<file path="config.mk">
export PLATFORM = sky130hd
export DESIGN_NAME = dmem_arbiter
export DESIGN_NICKNAME = d
export VERILOG_FILES = /design/src/rtl/dmem_arbiter.sv
export SDC_FILE = /design/constraint.sdc
export NUM_CORES = 1
export LEC_CHECK = 0
export ABC_AREA = 1
export BUFFER_PORTS_ARGS = -buffer_cell sky130_fd_sc_hd__clkbuf_2
export CAP_MARGIN = 25
export CORE_AREA = 4 4 88 90
export CTS_BUF_LIST = sky130_fd_sc_hd__clkbuf_8
export DETAILED_ROUTE_END_ITERATION = 10
export DIE_AREA = 0 0 92 94
export PLACE_DENSITY = 0.78
export SLEW_MARGIN = 10
export SYNTH_ARGS = -nofsm -noshare
export SYNTH_HDL_FRONTEND = slang
export SYNTH_SLANG_ARGS = --single-unit
</file>
<file path="constraint.sdc">
create_clock -name clk -period 2.3 [get_ports clk]
set_clock_uncertainty 0.1 [all_clocks]
set_input_delay 0.46 -clock clk [delete_from_list [all_inputs] [get_ports clk]]
set_output_delay 0.46 -clock clk [all_outputs]
set_load 0.03 [all_outputs]
</file>
<file path="src/rtl/dmem_arbiter.sv">
// dmem_arbiter: shares the single-port data memory between load/store (p0) and debug (p1).
// Define DMEM_ARB_RR_EN for round-robin on contention; default is fixed priority to p0.
`timescale 1ns/1ps
module dmem_arbiter #(
  parameter int ADDR_W = 5,
  parameter int DATA_W = 32,
  parameter int CNT_W  = 16
) (
  input  logic              clk,
  input  logic              rst,
  input  logic              p0_req,
  input  logic              p0_we,
  input  logic [ADDR_W-1:0] p0_addr,
  input  logic [DATA_W-1:0] p0_wdata,
  input  logic              p1_req,
  input  logic              p1_we,
  input  logic [ADDR_W-1:0] p1_addr,
  input  logic [DATA_W-1:0] p1_wdata,
  output logic              p0_gnt,
  output logic              p1_gnt,
  output logic              p0_rvalid,
  output logic              p1_rvalid,
  output logic [DATA_W-1:0] p0_rdata,
  output logic [DATA_W-1:0] p1_rdata,
  output logic              mem_en,
  output logic              mem_we,
  output logic [ADDR_W-1:0] mem_addr,
  output logic [DATA_W-1:0] mem_wdata,
  input  logic [DATA_W-1:0] mem_rdata,
  output logic [CNT_W-1:0]  conflict_cnt
);

  logic             last_gnt_q, last_gnt_d;
  logic             owner_q, owner_d;
  logic             rd_pend_q, rd_pend_d;
  logic [CNT_W-1:0] cnt_q, cnt_d;
  logic             both;
  logic             pick1;

  // Pick a winner from the requests and the last grant only.
  always_comb begin
    both = p0_req & p1_req;
`ifdef DMEM_ARB_RR_EN
    pick1 = both ? ~last_gnt_q : p1_req;
`else
    pick1 = p1_req & ~p0_req;
`endif
    p0_gnt = ~rst & p0_req & ~pick1;
    p1_gnt = ~rst & p1_req & pick1;
  end

  // Steer the granted port onto the memory bus; idle bus is all zero.
  always_comb begin
    mem_en    = p0_gnt | p1_gnt;
    mem_we    = 1'b0;
    mem_addr  = '0;
    mem_wdata = '0;
    unique case (1'b1)
      p0_gnt: begin
        mem_we    = p0_we;
        mem_addr  = p0_addr;
        mem_wdata = p0_wdata;
      end
      p1_gnt: begin
        mem_we    = p1_we;
        mem_addr  = p1_addr;
        mem_wdata = p1_wdata;
      end
      default: ;
    endcase
  end

  // Next state for read tracking, last grant and the contention counter.
  always_comb begin
    rd_pend_d  = mem_en & ~mem_we;
    owner_d    = mem_en ? p1_gnt : owner_q;
    last_gnt_d = mem_en ? p1_gnt : last_gnt_q;
    cnt_d      = cnt_q;
    if (both && (cnt_q != {CNT_W{1'b1}}))
      cnt_d = cnt_q + {{(CNT_W-1){1'b0}}, 1'b1};
  end

  // State registers; reset leaves port 0 preferred next.
  always_ff @(posedge clk) begin
    if (rst) begin
      rd_pend_q  <= 1'b0;
      owner_q    <= 1'b0;
      last_gnt_q <= 1'b1;
      cnt_q      <= '0;
    end else begin
      rd_pend_q  <= rd_pend_d;
      owner_q    <= owner_d;
      last_gnt_q <= last_gnt_d;
      cnt_q      <= cnt_d;
    end
  end

  // A read in flight when reset arrives is dropped, so rst masks rvalid.
  assign p0_rvalid    = rd_pend_q & ~owner_q & ~rst;
  assign p1_rvalid    = rd_pend_q & owner_q & ~rst;
  assign p0_rdata     = p0_rvalid ? mem_rdata : '0;
  assign p1_rdata     = p1_rvalid ? mem_rdata : '0;
  assign conflict_cnt = cnt_q;

endmodule

</file>
==> metrics.md <==
| Metric | Value |
|---|---|
| Post-Syn Nets | 428 |
| Initial antenna violation count | 0 |
| Net count, final | 664 |
| Pleak | 1.997 nW |
| Clk buf depth | 2 |
| Cell taking the most area after synthesis | nor2_1 |
| HP Class | input pin to flop |
| CTS Buf Count | 3 |
| Critical Path, Cell by Cell | clkbuf_2 -> inv_2 -> nand3_2 -> inv_2 -> buf_4 -> a22o_1 -> clkbuf_2 |
| Hold_ws | 0.3940 ns |
| DRC viols | 0 |
| Synthesized area | 1832 um^2 |
| Drt total wl | 8348 um |
| Critical Path RT | 1.74 ns |
| Layout cell share with drive strength beyond 1 | 0.4964 |
| Syn_area_per_cell | 5.815 um^2 |
| WL/cell | 12.86 um |
| Buffers on Ports | 234 |
| Slew @ Worst Pin | 0.3831 ns |
| Crit start category | input pin |
| Final Max Tran Viols | 0 |
| Core ar. | 7059 um^2 |
| Ranking of synthesized cells by area | nor2_1 (20%), dfxtp_1 (20%), a22o_1 (18%), inv_1 (9.4%), nand2_1 (8.4%) |
| Largest net degree at the start of global routing | 33 |
| Die Ht | 94 um |
| Reg power frac | 0.308 |
| # IOs | 235 |
| P&R area growth vs syn | 74.59% |
| Die Area | 8648 um^2 |
| Critical Path AT | 1.61 ns |
| Final min period | 2.175 ns |
| Post-synth top cells | nor2_1 (99), inv_1 (46), nand2_1 (41), a22o_1 (38), dfxtp_1 (18) |
| Post-synth EDFFs | 0 |
| CTS clk-pin slew, worst paths | 0.07 ns |
| Clk_lat worst skew | 0.25 ns |
| Final setup violating endpoints | 0 |
| Synth Flop Type | dfxtp_1 |
| Via count | 2886 |
| P_sw | 397.5 uW |
| Htree depth | 1 |
| CTS tree | done |
| Total gr overflow | 0 |
| GRT Total Usage | 0.1765 |
| Crit-path max FO | 21 |
| Ys async rst share | 0 |
| Largest delay share family, worst path | buffers and inverters |
| Estimated wirelength of the detail-placed design | 7380 um |
| Via-to-Cell Ratio | 4.447 |
| Final Non-Filler Cells | 649 |
| GPL Wtd Cong | 0.8727 |
| Antenna cells | 0 |
| CTS resizes | 0 |
| First-pass iteration count of the detailed router | 4 |
| P_int | 639.4 uW |
| Final hold violation count | 0 |
| Placed Cells | 645 |
| Switching part of the total | 0.3834 |
| Vias in the first global route | 2810 |
| Count leader, synth | nor2_1 |
| Post-synthesis cell count | 315 |
| First-pass GRT wire length | 12810 um |
| Final ANT Viol Nets | 0 |
| Max stage delay on crit path | 0.30 ns |
| VDD IR max | 227.8 uV |
| DR iter-0 viols | 88 |
| Fmax | 0.4598 GHz |
| Final period utilization | 0.9456 |
| Clock power frac | 0.252 |
| Rel. slew slack | 0.7442 |
| CP Capture Type | output pin |
| PD cells | 324.2 nW/um^2 |
| Crit Path Class | input pin to output pin |
| Die Wd | 92 um |
| Sequential fraction of the synthesis area | 0.1967 |
| Max Cap Viol | 0 |
| Worst path bufs/invs | 5 |
| Cts hold-fix bufs | 0 |
| Sink Count | 18 |
| Root Driver | clkbuf_8 |
| Unrepaired setup endpoints after global routing | false |
| Yosys warns | 0 |
| Worst path slowest cell | inv_2 |
| Fillers | 740 |
| Status | completed |
| Top-area cell type share of the netlist area | 0.2029 |
| Synth cell types | 25 |
| Share of total power in combinational logic | 0.441 |
| Row count | 31 |
| Flops & latches, synth | 18 |
| Initial Utilization | 0.2595 |
| Post-CTS Setup Inserts | 0 |
==> state kept, by name, indices dropped and copies added, names as in the netlist <==
register / flops
conflict_cnt: 16
rd_pend_q: 1
owner_q: 1
==> per-layer routing <==
layer	part of all wire	track usage	up-vias	routed length, um
met2	0.47	0.3066	163	3940
met3	0.13	0.07452	6	1104
li1	-	-	1468	-
met1	0.38	0.2038	1249	3197
met4	0.012	0.03342	0	104
met5	0	0	-	0
==> worst paths after layout <==
check                                                   from                             to  slack, ns  cells after the start
worst max-delay path                                     rst                  mem_wdata[29]       0.13                      7
worst min-delay path                                  p0_req           owner_q$_SDFFE_PP0P_       0.39                      2
worst max register to register  conflict_cnt[0]$_SDFFE_PP0P_  conflict_cnt[13]$_SDFFE_PP0P_       0.72                      9
worst min register to register  conflict_cnt[8]$_SDFFE_PP0P_   conflict_cnt[8]$_SDFFE_PP0P_       0.42                      2
==> cells by family after synthesis <==
group | share of synthesized area
compound gates | 0.2220
xor+xnor | 0.009565
fa+ha+maj | 0.006830
buf+inv | 0.1646
flops | 0.1967
simple gates | 0.4003
==> cells in the final DEF, fill, tap and decap left out, drive strengths merged <==
master,n
xor2,1
ha,1
clkinv,1
nor2,102
o21ai,2
inv,52
a22o,38
nand2,47
a21oi,12
clkbuf,238
nor3,2
nand4,1
nand3,19
buf,13
nand3b,2
dfxtp,18
xnor2,1
==> stage by stage <==
step           setup TNS, ns    util  setup slack [ns]  total power [mW]  area (um^2)
2_1_floorplan       -0.05090       -         -0.001697            0.5921         1839
3_3_place_gp               0  0.4452            0.1422            0.7793         3143
3_5_place_dp               0  0.4452            0.1306            0.7857         3143
4_1_cts                    0  0.4530            0.1295             1.046         3198
5_1_grt                    0  0.4530           0.01389             1.101         3198
6_report                   0  0.4530            0.1250             1.037         3198
==> power groups by stage <==
stage	sequential (mW)	combinational (mW)	clock (mW)
after floorplan	0.329	0.263	0
after global routing	0.320	0.493	0.288
after global placement	0.326	0.453	0
after detailed placement	0.326	0.459	0
final	0.319	0.457	0.261
after CTS	0.319	0.460	0.267
==> area by class of cell <==
cell class,count,area [um^2],share of cell area
clock buffer,4,55.05,0.01721
inverter,53,200.2,0.06260
multi-input combinational,228,1177,0.3682
sequential,18,360.3,0.1127
tap,99,123.9,0.03873
timing repair buffer,247,1281,0.4006
==> worst register-to-register path, cell delays in order, from the launching register on <==
cell and delay (ns):
dfxtp_1 0.35, ha_1 0.25, nand3_2 0.12, inv_2 0.03
nand2_1 0.09, clkinv_2 0.13, nand2_4 0.19, nand2_1 0.09
nor2_1 0.09, nor2_1 0.05
Power figures use the tool's default switching activity.
